## config.mk

```make
export PLATFORM = sky130hd
export DESIGN_NAME = mbmul_iter
export DESIGN_NICKNAME = d
export VERILOG_FILES = /design/src/rtl/mb_pkg.sv /design/src/rtl/mbmul_iter_mbe_row.sv /design/src/rtl/mbmul_iter.sv
export SDC_FILE = /design/constraint.sdc
export NUM_CORES = 1
export LEC_CHECK = 0
export CAP_MARGIN = 0
export CORE_UTILIZATION = 30
export DETAILED_ROUTE_END_ITERATION = 10
export HOLD_SLACK_MARGIN = 0.06
export SLEW_MARGIN = 20
export SYNTH_ARGS = -nofsm -noshare
export SYNTH_HDL_FRONTEND = slang
export SYNTH_HIERARCHICAL = 1
export SYNTH_SLANG_ARGS = --single-unit
```

## constraint.sdc

```tcl
create_clock -name clk_i -period 11.55 [get_ports clk_i]
set_input_delay 2.31 -clock clk_i [delete_from_list [all_inputs] [get_ports clk_i]]
set_output_delay 2.31 -clock clk_i [all_outputs]
set_load 0.01 [all_outputs]
```

## src/rtl/mb_pkg.sv

```systemverilog
// Shared radix-4 modified-Booth encode/decode helpers and the iterative
// multiplier's state encoding.
package mb_pkg;

  // One Booth digit: magnitude select (one/two) and sign (neg).
  typedef struct packed {
    logic neg;
    logic one;
    logic two;
  } mbe_t;

  typedef enum logic [1:0] {
    ST_IDLE,
    ST_BUSY,
    ST_DONE
  } mbmul_state_e;

  // Encode multiplier bits {n[2k+1], n[2k], n[2k-1]} into a Booth digit.
  // 000 and 111 both give an all-zero digit, so zero rows never carry neg.
  function automatic mbe_t mbe_enc(input logic [2:0] d);
    mbe_t e;
    e.one = d[1] ^ d[0];
    e.two = (d[2] & ~d[1] & ~d[0]) | (~d[2] & d[1] & d[0]);
    e.neg = d[2] & ~(d[1] & d[0]);
    return e;
  endfunction

  // Decode one partial-product bit from multiplicand bits {m[i], m[i-1]}.
  // The +1 completing the two's-complement negation is added by the caller.
  function automatic logic mbe_dec(input mbe_t e, input logic [1:0] mb);
    return ((e.one & mb[1]) | (e.two & mb[0])) ^ e.neg;
  endfunction

endpackage

```

## src/rtl/mbmul_iter_mbe_row.sv

```systemverilog
// One signed Booth partial-product row: extended multiplicand times a
// single digit in {-2,-1,0,+1,+2}.
module mbe_row
  import mb_pkg::*;
#(
  parameter int unsigned M_DW = 8
) (
  input  mbe_t              mbe_i,
  input  logic [M_DW:0]     m_i,
  output logic [M_DW+2:0]   row_o
);

  localparam int unsigned RW = M_DW + 3;

  logic [RW-1:0] m_sx;
  logic [RW-1:0] m_lo;
  logic [RW-1:0] bits;

  assign m_sx = {m_i[M_DW], m_i[M_DW], m_i};
  assign m_lo = {m_sx[RW-2:0], 1'b0};

  // Per-bit select of m or 2m, inverted when the digit is negative.
  always_comb begin
    bits = '0;
    for (int unsigned i = 0; i < RW; i++) begin
      bits[i] = mbe_dec(mbe_i, {m_sx[i], m_lo[i]});
    end
  end

  assign row_o = bits + RW'(mbe_i.neg);

endmodule

```

## src/rtl/mbmul_iter.sv

```systemverilog
// Iterative radix-4 modified-Booth multiplier. Accepts one operand pair,
// folds DIGITS_PER_CYC Booth rows per busy cycle into an accumulator and
// holds the exact product until the consumer takes it.
module mbmul_iter
  import mb_pkg::*;
#(
  parameter int unsigned A_DW           = 8,
  parameter int unsigned B_DW           = 8,
  parameter int unsigned DIGITS_PER_CYC = 1
) (
  input  logic                 clk_i,
  input  logic                 rst_i,
  input  logic                 in_valid_i,
  output logic                 in_ready_o,
  input  logic [A_DW-1:0]      a_i,
  input  logic [B_DW-1:0]      b_i,
  input  logic                 tc_i,
  output logic                 out_valid_o,
  input  logic                 out_ready_i,
  output logic [A_DW+B_DW-1:0] c_o
);

  localparam int unsigned C_DW  = A_DW + B_DW;
  localparam int unsigned M_DW  = (A_DW >= B_DW) ? A_DW : B_DW;
  localparam int unsigned N_DW  = (A_DW >= B_DW) ? B_DW : A_DW;
  localparam int unsigned ND    = (N_DW + 2) / 2;
  localparam int unsigned ITER  = (ND + DIGITS_PER_CYC - 1) / DIGITS_PER_CYC;
  localparam int unsigned ACC_W = C_DW + 2;
  localparam int unsigned NW    = 2 * ND + 1;
  localparam int unsigned RW    = M_DW + 3;
  localparam int unsigned CNT_W = (ITER > 1) ? $clog2(ITER) : 1;

  mbmul_state_e state_q, state_d;

  logic [M_DW:0]      m_q, m_d;
  logic [NW-1:0]      n_q, n_d;
  logic [CNT_W-1:0]   cnt_q, cnt_d;
  logic [ACC_W-1:0]   acc_q, acc_d;
  logic [ACC_W-1:0]   row_sum;
  logic [31:0]        dig_base;

  logic [M_DW-1:0]    m_raw;
  logic [N_DW-1:0]    n_raw;

  mbe_t               mbe [DIGITS_PER_CYC];
  logic [RW-1:0]      row [DIGITS_PER_CYC];

  // Narrower operand becomes the Booth multiplier; a wins ties.
  if (A_DW >= B_DW) begin : g_a_wide
    assign m_raw = a_i;
    assign n_raw = b_i;
  end else begin : g_b_wide
    assign m_raw = b_i;
    assign n_raw = a_i;
  end

  // The latched multiplier shifts down each busy cycle, so row j always
  // reads its digit from the same low bit window of n_q.
  for (genvar gj = 0; gj < DIGITS_PER_CYC; gj++) begin : g_row
    assign mbe[gj] = mbe_enc(n_q[2*gj+2 : 2*gj]);
    mbe_row #(.M_DW(M_DW)) u_row (
      .mbe_i (mbe[gj]),
      .m_i   (m_q),
      .row_o (row[gj])
    );
  end

  assign dig_base = 32'(cnt_q) * DIGITS_PER_CYC;

  // State register.
  always_ff @(posedge clk_i) begin
    if (rst_i) state_q <= ST_IDLE;
    else       state_q <= state_d;
  end

  // Next-state logic.
  always_comb begin
    state_d = state_q;
    case (state_q)
      ST_IDLE: if (in_valid_i)                   state_d = ST_BUSY;
      ST_BUSY: if (cnt_q == CNT_W'(ITER - 1))    state_d = ST_DONE;
      ST_DONE: if (out_ready_i)                  state_d = ST_IDLE;
      default:                                   state_d = ST_IDLE;
    endcase
  end

  // Handshake outputs are pure state decodes; product is the accumulator.
  always_comb begin
    in_ready_o  = (state_q == ST_IDLE);
    out_valid_o = (state_q == ST_DONE);
    c_o         = acc_q[C_DW-1:0];
  end

  // Sum this cycle's rows, each placed at weight 4^k; digits past ND are dropped.
  always_comb begin
    row_sum = '0;
    for (int unsigned j = 0; j < DIGITS_PER_CYC; j++) begin
      if (dig_base + j < ND) begin
        row_sum = row_sum + (ACC_W'($signed(row[j])) << (2 * (dig_base + j)));
      end
    end
  end

  // Datapath next state: load on accept, accumulate while busy.
  always_comb begin
    m_d   = m_q;
    n_d   = n_q;
    cnt_d = cnt_q;
    acc_d = acc_q;
    if (state_q == ST_IDLE && in_valid_i) begin
      m_d   = {tc_i & m_raw[M_DW-1], m_raw};
      n_d   = {{(NW - 1 - N_DW){tc_i & n_raw[N_DW-1]}}, n_raw, 1'b0};
      cnt_d = '0;
      acc_d = '0;
    end else if (state_q == ST_BUSY) begin
      acc_d = acc_q + row_sum;
      cnt_d = cnt_q + CNT_W'(1);
      n_d   = n_q >> (2 * DIGITS_PER_CYC);
    end
  end

  // Datapath registers.
  always_ff @(posedge clk_i) begin
    if (rst_i) begin
      m_q   <= '0;
      n_q   <= '0;
      cnt_q <= '0;
      acc_q <= '0;
    end else begin
      m_q   <= m_d;
      n_q   <= n_d;
      cnt_q <= cnt_d;
      acc_q <= acc_d;
    end
  end

endmodule

```

======== After elaboration in Yosys (flattened, before gate mapping) ========
Cells that the tools add are included.
word-level totals
  memories ................................ 0
  ROM bits ................................ 0
  bits in writable memories ............... 0
  register bits ........................... 43
  latch bits .............................. 0
  input port bits ......................... 21
cells by class
  muxes and demuxes ....................... 7
  $add $sub $neg .......................... 3
  reduce and logical (&&, ||, !) cells .... 5
  equal/unequal tests ..................... 6
  shift operators ......................... 1
  multiply operators ...................... 0
  order comparisons ....................... 1
  bitwise logic cells ..................... 51
  divide/modulo/power cells ............... 0
operators by type and width
  operator             number
  $and 1x1->1          26
  $mux 11              2
  $add 18x18->18       1
  $mux 18              1
  $shl 18x4->18        1
  $add 10x2->11        1
  $xor 1x1->1          11
  $or 1x1->1           10
  $mux 2               3
  $pmux 2 s3           1
  $ne 2x2->1 const B   2
  $not 1->1            4
  $add 3x1->3 const B  1
  $eq 3x3->1 const B   1
  $lt 3x3->1 const B   1
  $reduce_and 3->1     1
  $eq 2x1->1 const B   1
  $eq 2x2->1 const B   1
  $logic_not 2->1      1
  $ne 2x1->1 const B   1
  $reduce_bool 2->1    1
  $reduce_or 2->1      1
  $logic_and 1x1->1    1

======== Depth between registers and ports, before layout ========
  depth after elaboration ................. 11
  mapped depth ............................ 22
  gate-level depth less buffers ........... 20

======== Hierarchy ========
The synthesis kept the hierarchy.
modules (own cells, without submodules)
  module      area each (um^2)  sequential area each (um^2)  times used  cells each
  mbmul_iter  2648.8            800.8                        1           347
  mbe_row     615.6             0.0                          1           87

======== Least setup slack after synthesis ========
OpenSTA, ideal clock, no wires.
  path type ............................... register to register
  from .................................... reg n_q[0]
  to ...................................... reg acc_q[15]
  clock period less this slack ............ 4.284 ns
  setup time .............................. 0.072 ns
  path buffers ............................ 2
  arrival time ............................ 4.213 ns
  setup slack ............................. 7.266 ns
  stages on the path, launching flop included .. 21
  cell sequence ........................... dfxtp_1 ha_1 buf_4 buf_2 nand2_1 ha_1 ha_1 nand4_1 nor2_1 a211oi_1 or3_1 mux4_2 nor2_1 a21oi_1 ha_1 nand3_1 or3_1 a211o_1 a211o_1 nand2_1 mux2i_1
RTL lines
  item                    line               source
  from (decl)             mbmul_iter.sv:36   logic [NW-1:0] n_q, n_d;
  from (signal assigned)  mbmul_iter.sv:131  n_q <= n_d;
  to (signal assigned)    mbmul_iter.sv:128  acc_q <= '0;
  to (signal assigned)    mbmul_iter.sv:133  acc_q <= acc_d;
  to (decl)               mbmul_iter.sv:38   logic [ACC_W-1:0] acc_q, acc_d;

==> flow_results.xml <==
<?xml version="1.0" encoding="UTF-8"?>
<metrics>
  <group name="synth">
    <metric name="netlist_area" unit="µm²">3264</metric>
    <metric name="synth_cell_types" unit="">59</metric>
    <metric name="post_synth_edffs" unit="">0</metric>
    <metric name="synth-seq-cells" unit="">40</metric>
    <metric name="synth_top_flop_cell" unit="">sky130_fd_sc_hd__dfxtp_1</metric>
    <metric name="synthCells" unit="">434</metric>
    <metric name="yosys_warnings" unit="">6</metric>
    <metric name="synth_fp_nets" unit="">476</metric>
    <metric name="synthesis.area_per_instance" unit="µm²">7.522</metric>
    <metric name="async_reset_ff_share" unit="%">0</metric>
    <metric name="synthDominantAreaCellType" unit="">sky130_fd_sc_hd__dfxtp_1</metric>
    <metric name="netlist_top_cells_area" unit="">sky130_fd_sc_hd__dfxtp_1, sky130_fd_sc_hd__a21oi_1, sky130_fd_sc_hd__ha_1</metric>
    <metric name="seq_area_frac_synth" unit="%">24.53</metric>
    <metric name="synthDominantCellAreaShare" unit="%">24.53</metric>
  </group>
  <group name="outcome">
    <metric name="run_status" unit="">finished, final reports clean</metric>
  </group>
  <group name="cells_and_area">
    <metric name="stdcell_area" unit="µm²">3832</metric>
    <metric name="final_net_count" unit="">498</metric>
    <metric name="area_delta_synth_final" unit="%">17.40</metric>
    <metric name="final_layout_size_suffix_gt1_share" unit="%">5.252</metric>
    <metric name="final_util" unit="%">36.79</metric>
    <metric name="antenna_cells" unit="">0</metric>
  </group>
  <group name="clock_network">
    <metric name="h_tree_levels" unit="">2</metric>
    <metric name="max-clock-path-buffers" unit="">2</metric>
    <metric name="cts_tree" unit="">done</metric>
    <metric name="root_buffer" unit="">sky130_fd_sc_hd__clkbuf_8</metric>
    <metric name="cts_sinks" unit="">40</metric>
    <metric name="clk_latency" unit="ns">0.31</metric>
    <metric name="cts-hold-fix-buffers" unit="">0</metric>
    <metric name="cts_buffers" unit="">5</metric>
    <metric name="cts.reportedPaths.clkPinSlew" unit="ns">0.10</metric>
    <metric name="post_cts.repair.setup_buffers" unit="">0</metric>
    <metric name="cts_resized" unit="">0</metric>
  </group>
  <group name="setup_path">
    <metric name="critical_path_launch_point_type" unit="">flop</metric>
    <metric name="critPathCaptureType" unit="">flop</metric>
    <metric name="crit_fanout" unit="">21</metric>
    <metric name="most_common_cell_type_on_the_critical_path" unit="">sky130_fd_sc_hd__ha_1</metric>
    <metric name="worst_ep_arrival_time" unit="ns">5.09</metric>
    <metric name="cp_slowest_cell" unit="">sky130_fd_sc_hd__ha_1</metric>
    <metric name="critical-path-max-stage-delay" unit="ns">0.70</metric>
    <metric name="critical_path_cell_by_cell" unit="">ha_1 &gt; a22oi_2 &gt; xnor2_1 &gt; inv_1 &gt; ha_1 &gt; nand4_1 &gt; nor2_1 &gt; a211oi_1 &gt; or3_1 &gt; mux4_2 &gt; nor2_1 &gt; a21oi_1 &gt; ha_1 &gt; nand3_1 &gt; or3_1 &gt; a211o_1 &gt; a211o_1 &gt; nand2_1 &gt; mux2i_1</metric>
    <metric name="crit_type" unit="">flop to flop</metric>
    <metric name="crit_required" unit="ns">11.80</metric>
  </group>
  <group name="pwr">
    <metric name="switching_power" unit="µW">132.5</metric>
    <metric name="flop_pwr_share" unit="%">39.7</metric>
    <metric name="clockPowerShare" unit="%">33.1</metric>
    <metric name="internal-power" unit="µW">256.5</metric>
    <metric name="vdd_drop_max" unit="V">0.00005581</metric>
    <metric name="comb_power_share" unit="%">27.2</metric>
    <metric name="power.density" unit="nW/µm²">101.5</metric>
    <metric name="power_switching_share" unit="%">34.06</metric>
    <metric name="power_leakage" unit="nW">1.376</metric>
  </group>
  <group name="route">
    <metric name="ant_nets" unit="">0</metric>
    <metric name="dr.first_iter.drc_count" unit="">200</metric>
    <metric name="detailroute.via_count" unit="">3225</metric>
    <metric name="routed_via_density" unit="">5.438</metric>
    <metric name="drcViolationCount" unit="">0</metric>
    <metric name="dr.pass1.iters" unit="">4</metric>
    <metric name="routed_wl_per_cell" unit="µm">14.07</metric>
    <metric name="routed_wirelength" unit="µm">8346</metric>
  </group>
  <group name="grt">
    <metric name="gr-total-overflow" unit="">0</metric>
    <metric name="antenna_found_initial" unit="">0</metric>
    <metric name="grtUsageTotal" unit="%">15.51</metric>
    <metric name="vias_in_the_first_global_route" unit="">2917</metric>
    <metric name="maximum_number_of_pins_on_one_net_before_global_route_repair" unit="">28</metric>
    <metric name="global_route_wire_length_before_repair" unit="µm">14190</metric>
  </group>
  <group name="sta">
    <metric name="number_of_slew_limit_violations_in_the_final_report" unit="">0</metric>
    <metric name="post-route-worst-setup-slack" unit="ns">6.705</metric>
    <metric name="final-hold-violation-count" unit="">0</metric>
    <metric name="final.period_utilization" unit="%">41.95</metric>
    <metric name="max_slew.worst_pin.slew" unit="ns">0.8595</metric>
    <metric name="fin_crit" unit="ns">4.845</metric>
    <metric name="max-slew-margin-rel" unit="%">42.62</metric>
    <metric name="clock_skew" unit="ns">0.01237</metric>
    <metric name="clock.fmax" unit="GHz">0.2064</metric>
    <metric name="setup_viol" unit="">0</metric>
    <metric name="rsz0062_at_grt" unit="">no</metric>
    <metric name="holdWs" unit="ns">0.4614</metric>
    <metric name="setup_tns" unit="ns">0</metric>
  </group>
  <group name="floorplan">
    <metric name="floorplan.rows" unit="">37</metric>
    <metric name="die_width" unit="µm">106.3</metric>
    <metric name="floorplan.io_pins" unit="">39</metric>
    <metric name="coreArea" unit="µm²">10420</metric>
    <metric name="fp.dieH" unit="µm">106.3</metric>
    <metric name="die-area" unit="µm²">11300</metric>
    <metric name="start_util" unit="%">31.34</metric>
  </group>
  <group name="placement">
    <metric name="portBuffers" unit="">38</metric>
    <metric name="dpl_worst_slack" unit="ns">6.761</metric>
    <metric name="place_area" unit="µm²">3717</metric>
    <metric name="place.gp.congestion" unit="">0.9118</metric>
    <metric name="hpwl" unit="µm">6086</metric>
  </group>
  <group name="job">
    <metric name="max-cap-violations" unit="">0</metric>
  </group>
  <group name="min_path">
    <metric name="hp-class" unit="">flop to flop</metric>
  </group>
</metrics>
==> cells in the final DEF (no fill, tap or decap), types with 3 or more instances in the layout <==
cell,instances
sky130_fd_sc_hd__xnor2_1,18
sky130_fd_sc_hd__dfxtp_1,40
sky130_fd_sc_hd__nor2b_1,7
sky130_fd_sc_hd__a22oi_1,12
sky130_fd_sc_hd__nand3b_1,3
sky130_fd_sc_hd__mux4_2,4
sky130_fd_sc_hd__buf_4,5
sky130_fd_sc_hd__a211oi_1,5
sky130_fd_sc_hd__mux2i_1,7
sky130_fd_sc_hd__a21oi_1,51
sky130_fd_sc_hd__clkbuf_8,5
sky130_fd_sc_hd__a211o_1,3
sky130_fd_sc_hd__o21bai_1,3
sky130_fd_sc_hd__inv_1,11
sky130_fd_sc_hd__ha_1,20
sky130_fd_sc_hd__o211ai_1,3
sky130_fd_sc_hd__nand2_1,62
sky130_fd_sc_hd__a31oi_1,8
sky130_fd_sc_hd__o21ai_1,8
sky130_fd_sc_hd__or3_1,6
sky130_fd_sc_hd__and3_1,4
sky130_fd_sc_hd__xor2_1,4
sky130_fd_sc_hd__nand3_1,21
sky130_fd_sc_hd__nand2b_1,7
sky130_fd_sc_hd__clkdlybuf4s50_1,38
sky130_fd_sc_hd__o21ai_0,13
sky130_fd_sc_hd__nand4_1,3
sky130_fd_sc_hd__nor3_1,9
sky130_fd_sc_hd__and2_1,4
sky130_fd_sc_hd__a21o_1,5
sky130_fd_sc_hd__nor2_1,30
==> metrics by stage <==
step / power, mW / instances
2_1_floorplan: 0.2329 / 434
3_3_place_gp: 0.2623 / 585
3_5_place_dp: 0.2634 / 585
4_1_cts: 0.3922 / 593
5_1_grt: 0.4131 / 593
6_report: 0.3890 / 593
==> power by group through the flow <==
stage / combinational [mW] / clock (mW) / sequential (mW)
6_report: 0.106 / 0.129 / 0.154
3_5_place_dp: 0.106 / 0 / 0.158
4_1_cts: 0.106 / 0.132 / 0.154
3_3_place_gp: 0.105 / 0 / 0.157
2_1_floorplan: 0.0791 / 0 / 0.154
5_1_grt: 0.118 / 0.139 / 0.156
==> area by class of cell <==
class,instances,area [µm²]
clock buffer,5,68.82
fill,1100,6584
timing repair buffer,43,417.9
sequential,40,800.8
multi-input combinational,355,2287
clock inverter,3,46.29
tap,136,170.2
inverter,11,41.29
==> kinds of logic after synthesis <==
logic type | Yosys count | synth area share [%]
buf+inv | 39 | 5.481
fa+ha+maj | 22 | 8.586
flops | 40 | 24.53
simple gates | 163 | 23.46
xor+xnor | 22 | 5.902
mux | 13 | 5.596
compound gates | 135 | 26.45
==> worst paths after layout <==
kind	from	end	slack, ns	cells past startpoint
worst min register to register	n_q[6]	n_q[6]	0.46	2
worst max register to register	n_q[1]	acc_q[15]	6.71	19
worst min-delay path	n_q[6]	n_q[6]	0.46	2
worst max-delay path	n_q[1]	acc_q[15]	6.71	19
==> synthesized netlist by cell type (5+ instances only) <==
cell	count
sky130_fd_sc_hd__ha_1	20
sky130_fd_sc_hd__a21oi_1	51
sky130_fd_sc_hd__xnor2_1	18
sky130_fd_sc_hd__nand2_1	62
sky130_fd_sc_hd__or3_1	6
sky130_fd_sc_hd__dfxtp_1	40
sky130_fd_sc_hd__a31oi_1	8
sky130_fd_sc_hd__a21o_1	5
sky130_fd_sc_hd__o21ai_1	7
sky130_fd_sc_hd__nand3_1	21
sky130_fd_sc_hd__o21ai_0	14
sky130_fd_sc_hd__clkbuf_1	16
sky130_fd_sc_hd__nand2b_1	7
sky130_fd_sc_hd__nor3_1	9
sky130_fd_sc_hd__a22oi_1	12
sky130_fd_sc_hd__nor2b_1	8
sky130_fd_sc_hd__nor2_1	30
sky130_fd_sc_hd__a211oi_1	5
sky130_fd_sc_hd__mux2i_1	7
sky130_fd_sc_hd__buf_2	5
sky130_fd_sc_hd__inv_1	11
==> flip-flops by register name, indices dropped and copies added (netlist names) <==
register,flops
acc_q,16
cnt_q,3
m_q,9
state_q,2
n_q,10
==> per-layer routing <==
layer	track usage (%)	part of all wire, %	up-vias
met5	0	0	-
met4	3.869	1.0	0
met3	3.250	4.9	8
met2	24.26	45	75
met1	21.54	49	1521
li1	-	-	1621
==> worst max-delay path: cells and delay by family (launching register included) <==
kind | cells | cell delay, ns
muxes | 2 | 0.64
xor gates and xnor gates | 1 | 0.19
buffers and inverters | 1 | 0.09
AOI/OAI and AO/OA | 5 | 0.86
DFF | 1 | 0.35
adders and majority gates | 3 | 1.36
and+or+nand+nor | 7 | 1.31
Power figures use the tool's default switching activity.
